## src/rtl/gate_trainer_pkg.sv

```systemverilog
// Shared constants for the gate test sequencer: opcodes, vector range and FSM states.
package gate_trainer_pkg;

  localparam logic [2:0] OP_AND  = 3'd0;
  localparam logic [2:0] OP_OR   = 3'd1;
  localparam logic [2:0] OP_NOT  = 3'd2;
  localparam logic [2:0] OP_NAND = 3'd3;
  localparam logic [2:0] OP_NOR  = 3'd4;
  localparam logic [2:0] OP_XOR  = 3'd5;
  localparam logic [2:0] OP_XNOR = 3'd6;

  localparam int unsigned NUM_VECTORS = 28;
  localparam logic [4:0]  LAST_VECTOR = 5'(NUM_VECTORS - 1);
  localparam logic [4:0]  FAIL_NONE   = 5'd31;

  typedef logic [1:0] state_t;
  localparam state_t IDLE  = 2'd0;
  localparam state_t APPLY = 2'd1;
  localparam state_t DONE  = 2'd2;

endpackage

```

## src/rtl/gate_ref_model.sv

```systemverilog
// Combinational golden result for one gate vector.
module gate_ref_model
  import gate_trainer_pkg::*;
(
  input  logic       a,
  input  logic       b,
  input  logic [2:0] sel,
  output logic       expected
);

  always_comb begin
    expected = 1'b0;
    case (sel)
      OP_AND:  expected = a & b;
      OP_OR:   expected = a | b;
      OP_NOT:  expected = ~a;
      OP_NAND: expected = ~(a & b);
      OP_NOR:  expected = ~(a | b);
      OP_XOR:  expected = a ^ b;
      OP_XNOR: expected = ~(a ^ b);
      default: expected = 1'b0;
    endcase
  end

endmodule

```

## src/rtl/gate_test_sequencer.sv

```systemverilog
// Walks all 28 gate vectors, holds each HOLD_CYCLES clocks and scores the returned result.
module gate_test_sequencer
  import gate_trainer_pkg::*;
#(
  parameter int unsigned HOLD_CYCLES = 4
) (
  input  logic       clk,
  input  logic       rst,
  input  logic       start,
  input  logic       y_in,
  output logic       a_out,
  output logic       b_out,
  output logic [2:0] sel_out,
  output logic       busy,
  output logic       done,
  output logic       pass,
  output logic [4:0] err_cnt,
  output logic [4:0] fail_idx
);

  localparam logic [3:0] HOLD_LAST = 4'(HOLD_CYCLES - 1);

  state_t     state;
  logic [4:0] vec;
  logic [3:0] hold;
  logic       expected;

  gate_ref_model u_ref (
    .a        (vec[1]),
    .b        (vec[0]),
    .sel      (vec[4:2]),
    .expected (expected)
  );

  // vec is only nonzero outside IDLE, so the driven operands read straight from it
  assign {sel_out, a_out, b_out} = vec;

  assign busy = (state == APPLY);
  assign done = (state == DONE);
  assign pass = done && (err_cnt == '0);

  always_ff @(posedge clk or posedge rst) begin
    if (rst) begin
      state    <= IDLE;
      vec      <= '0;
      hold     <= '0;
      err_cnt  <= '0;
      fail_idx <= FAIL_NONE;
    end else begin
      case (state)
        IDLE, DONE: begin
          if (start) begin
            state    <= APPLY;
            vec      <= '0;
            hold     <= '0;
            err_cnt  <= '0;
            fail_idx <= FAIL_NONE;
          end
        end
        APPLY: begin
          if (hold == HOLD_LAST) begin
            if (y_in != expected) begin
              err_cnt <= err_cnt + 5'd1;
              if (fail_idx == FAIL_NONE) fail_idx <= vec;
            end
            if (vec == LAST_VECTOR) begin
              state <= DONE;
            end else begin
              vec  <= vec + 5'd1;
              hold <= '0;
            end
          end else begin
            hold <= hold + 4'd1;
          end
        end
        default: state <= IDLE;
      endcase
    end
  end

endmodule
```

## config.mk

```make
export PLATFORM = sky130hd
export DESIGN_NAME = gate_test_sequencer
export DESIGN_NICKNAME = d
export VERILOG_FILES = /design/src/rtl/gate_trainer_pkg.sv /design/src/rtl/gate_ref_model.sv /design/src/rtl/gate_test_sequencer.sv
export SDC_FILE = /design/constraint.sdc
export NUM_CORES = 1
export LEC_CHECK = 0
export CAP_MARGIN = 5
export CORE_MARGIN = 2
export CORE_UTILIZATION = 35
export DETAILED_ROUTE_END_ITERATION = 8
export GPL_ROUTABILITY_DRIVEN = 0
export SLEW_MARGIN = 0
export SYNTH_ARGS = -nofsm -noshare
export SYNTH_HDL_FRONTEND = slang
export SYNTH_HIERARCHICAL = 1
export SYNTH_SLANG_ARGS = --single-unit
```

## constraint.sdc

```tcl
create_clock -name clk -period 6.1 [get_ports clk]
set_input_delay 0.915 -clock clk [delete_from_list [all_inputs] [get_ports clk]]
set_output_delay 0.915 -clock clk [all_outputs]
set_load 0.01 [all_outputs]
```

======== Yosys cells after proc, flatten, opt, wreduce, memory -nomap -nowiden ========
Cells that the tools add are included.
word-level totals
  bits in registers ....................... 21
  bits of input ports ..................... 4
  word-level logic and storage cells ...... 66
cells by class
  $add $sub $neg .......................... 3
  eq/ne operators ......................... 19
  multiplexer cells ....................... 21
  bitwise logic cells ..................... 7
  reduce and logical (&&, ||, !) cells .... 11
operators by type and width
  cell                 count
  $mux 5               9
  $pmux 5 s2           3
  $mux 4               3
  $add 5x1->5 const B  2
  $eq 5x5->1 const B   2
  $eq 3x3->1 const B   3
  $ne 2x1->1 const B   4
  $pmux 4 s2           1
  $reduce_and 4->1     2
  $pmux 1 s7           1
  $eq 3x2->1 const B   2
  $mux 2               3
  $reduce_and 3->1     2
  $logic_not 5->1      1
  $reduce_and 5->1     1
  $add 4x1->4 const B  1
  $eq 4x2->1 const B   1
  $ne 2x2->1 const B   2
  $not 1->1            4
  $pmux 2 s2           1
  $eq 3x1->1 const B   1
  $logic_not 3->1      1
  $ne 3x3->1 const B   1
  $eq 2x1->1 const B   1
  9 further kinds      9

======== Depth between registers and ports, before layout ========
  word-level depth ........................ 7
  depth in mapped cells ................... 8
  depth with buffers taken out ............ 8

======== Hierarchy ========
Netlist, hierarchy kept.
by module, submodules not included
  module               instances  cells an instance  area an instance (µm²)
  gate_test_sequencer  1          125                1232.4
  gate_ref_model       1          13                 103.8

======== Worst setup path after synthesis ========
No wires, ideal clock.
  path kind ............................... register to register
  from .................................... register vec[1]
  to ...................................... register err_cnt[2]
  arrival ................................. 2127 ps
  slack ................................... 3895 ps
  cell stages (with the launch flop) ...... 8
  path buffers ............................ 0
  clock period less this slack ............ 2205 ps
  cell sequence ........................... dfrtp_1 ha_1 or2b_1 a32oi_1 o221a_1 xnor2_2 or4_1 a21oi_1
on the way
  cells in the longest elaborated chain, start to end .. 6
  elaborated cells on any way between the ends .. 11
RTL lines
  what                                       line                                                              RTL
  from (decl)                                gate_test_sequencer.sv:24                                         logic [4:0] vec;
  from (signal assigned)                     gate_test_sequencer.sv:69                                         vec <= vec + 5'd1;
  $xor 1x1->1, or another cell as far along  gate_ref_model.sv:19, gate_ref_model.sv:20
  $not 1->1, on equally long branches        gate_ref_model.sv:20, gate_ref_model.sv:17, gate_ref_model.sv:18
  $pmux 1 s7 (*)                             gate_ref_model.sv:13                                              case (sel)
  named net expected                         gate_test_sequencer.sv:26                                         logic expected;
  $ne 1x1->1 (*)                             gate_test_sequencer.sv:62                                         if (y_in != expected) begin
  $ne 2x1->1 (no source line) (*)            --
  $reduce_and 4->1 (no source line) (*)      --
  to (signal assigned)                       gate_test_sequencer.sv:63                                         err_cnt <= err_cnt + 5'd1;
  to (decl)                                  gate_test_sequencer.sv:17                                         output logic [4:0] err_cnt,
The timed path passes the listed nets; every way through them passes the cells marked *.
A chain may end at the register's enable or synchronous reset.

======== Worst setup path in the final report ========
  from .................................... register state[1]
  to ...................................... output port busy
on the way
  cells in the longest elaborated chain, start to end .. 1
RTL lines
  what                    line                       RTL
  from (decl)             gate_test_sequencer.sv:23  state_t state;
  from (signal assigned)  gate_test_sequencer.sv:44  state <= IDLE;
  from (signal assigned)  gate_test_sequencer.sv:53  state <= APPLY;
  from (signal assigned)  gate_test_sequencer.sv:67  state <= DONE;
  $eq 2x1->1              gate_test_sequencer.sv:38  assign busy = (state == APPLY);
  to (decl)               gate_test_sequencer.sv:14  output logic busy,
Every way passes these cells.

==> flow_summary.ini <==
[outcome]
status = finished, final reports clean

[routing]
first_iter_violations = 51
antenna_violating_nets_post_route = 0
num_vias = 1148
routedWlPerCell_um = 15.4
wirelength_mm = 3.15
dr.pass1.iters = 4
drc = 0
viasPerCell = 5.60

[power]
p_per_area_nw_per_um2 = 432
ir_drop_mv = 0.164
leakagePower_nw = 0.650

[clock_network]
clock_sinks = 21
post-cts-setup-buffers = 0
clk_latency_ps = 260
hold_buffers = 0
cts_buffers = 3
clock_path_buffers = 2
cts-root-buf = clkbuf_8
cts_tree = built
clk_pin_slew_ps = 80
cts_resized = 0
htreeDepth = 1

[worst_setup_path]
reg2reg_slack_ps = 3570
crit_type = reg -> out
arrival_ps = 2040
reg2regPathDepth = 7
r2r_start = vec[1]
crit_fanout = 10
cp-start-kind = flip-flop
cp_cell_sequence = nand2b_1 -> clkinv_1 -> clkdlybuf4s50_1
critPathMaxStageDelay_ps = 560
r2r_end = err_cnt[2]
cp_slowest_cell = clkdlybuf4s50_1
critPathRequiredTime_ps = 5180
critPathLaunch = state[1]
endpoint_kind = primary output

[die]
core_area_um2 = 3660
boundaryPins = 22
rows = 22
initial_core_util_pct = 36.5
die_h_um = 65.8
die-area_um2 = 4330
fp.dieW_um = 65.8

[placed_design]
port_buffers = 21
hpwl_mm = 2.30
placedCellCount = 201
pre_cts_ws_ps = 3360

[min_path]
hold_depth = 1
min_to = hold[0]
hold_path.class = reg -> reg
hp-start = hold[0]

[synth]
synth-edff-count = 0
yosysUniqueCellTypes = 46
ys_seq_area_share_pct = 39.8
ys_warn_count = 6
avgSynthCellArea_um2 = 9.68
synth-main-ff-cell = dfrtp_1
synth-seq-cells = 21
syn-cell-area_um2 = 1340
yosys.area.top_type = dfrtp_1
synth_area_leaders = dfrtp_1 (30%), dfstp_2 (9.8%), ha_1 (5.6%)
netlist.area_leader.share_pct = 30.0
syn-num-nets = 148
synthCells = 138
async_flop_share_pct = 100

[sta]
clock_skew_ps = 4.61
tightest_slew_ps = 979
hold_viol = 0
fmax_ghz = 0.339
tns_ps = 0
timing.final.ws_setup_ps = 3150
slew_headroom_pct = 34.6
setup_violations = 0
drv_slew = 0
rsz0062_at_grt = false
min_period_ps = 2950
fin_crit_sh_pct = 48.4

[grt]
antenna_found_initial = 0
overflow = 0
grt_pass1_wl_mm = 5.20
grt_pass1_vias = 1090
gr-usage-all-layers_pct = 15.9
grt_max_degree = 22

[flow_run]
cap_violations = 0

[cells_and_area]
area_delta_synth_final_pct = 21.6
nets = 168
final_cells = 205
diodes = 0
layout-drive-gt1-share_pct = 8.92
n_fill_cell = 370
utilization_pct = 44.4
-- critical path: cells and delay by family (launching register included) --
kind / cells / cell delay [ps]
flops: 1 / 420
buf+inv: 2 / 910
simple gates: 1 / 440
-- cell type report --
type | instances | area [um2] | share of cell area [%]
inverters | 11 | 41.3 | 2.54
repair buffers | 21 | 210 | 12.9
flip-flops and latches | 21 | 532 | 32.7
clock buffers | 3 | 41.3 | 2.54
clock inverters | 1 | 5.00 | 0.308
well taps | 48 | 60.1 | 3.70
multi-input cells | 100 | 736 | 45.3
-- metrics by stage --
step           hold slack [ps]  cell area (um2)  power [mW]
3_5_place_dp               513             1580       0.611
3_3_place_gp               491             1580       0.599
2_1_floorplan              478             1340       0.488
6_report                   518             1630       0.702
5_1_grt                    555             1630       0.756
4_1_cts                    524             1630       0.706
-- power by group --
part | switching [mW] | internal [mW] | leakage, nW | total (mW)
logic | 0.175 | 0.168 | 0.366 | 0.343
registers | 0.0721 | 0.195 | 0.258 | 0.267
clock network | 0.0475 | 0.0456 | 0.0255 | 0.0931
-- how the worst max path moves through the flow --
stage | to | slack [ps]
floorplan | err_cnt[2] | 3900
global placement | err_cnt[1] | 3390
detailed placement | hold[2] | 3360
CTS | busy | 3170
global route | busy | 3040
finish | busy | 3150
-- cells by family after synthesis --
logic type               share of synthesized area, %
multiplexers                                     3.75
adder cells (fa/ha/maj)                          5.62
XOR/XNOR                                         2.53
AO/OA/AOI/OAI                                    16.4
flip-flops                                       39.8
buffers and inverters                            5.15
AND/OR/NAND/NOR                                  26.8
-- flip-flops by register name (all words and copies together) (netlist names) --
register  flops
vec           5
err_cnt       5
fail_idx      5
hold          4
state         2
-- routing by layer --
layer  global-route usage, %  up-vias  share of wire, %
li1                        -      551                 -
met1                    21.1      570                45
met2                    26.5       22                50
met3                    2.56        5               3.7
met4                    4.69        0               1.2
met5                       0        -                 0
-- layout by cell type (no fill, tap or decap), drive strengths merged, types with 5 or more instances in the layout --
cell / netlist / final
dfstp: 5 / 5
clkdlybuf4s50: 0 / 21
nand2b: 7 / 7
nor2: 8 / 8
dfrtp: 16 / 16
mux2i: 5 / 5
nand2: 7 / 7
a21oi: 9 / 9
nor4: 5 / 5
ha: 6 / 6
inv: 10 / 10
nand3: 6 / 6
-- cells in the mapped netlist, drive strengths merged (3+ instances only) --
master / number
a21oi: 9
mux2i: 5
nor2: 8
o21ai: 4
nand2b: 7
nand2: 7
dfrtp: 16
a31oi: 3
buf: 4
nand3: 6
ha: 6
o211ai: 4
nor4: 5
nand4b: 3
inv: 10
dfstp: 5
nor3: 3
(Power assumes the default switching activity.)
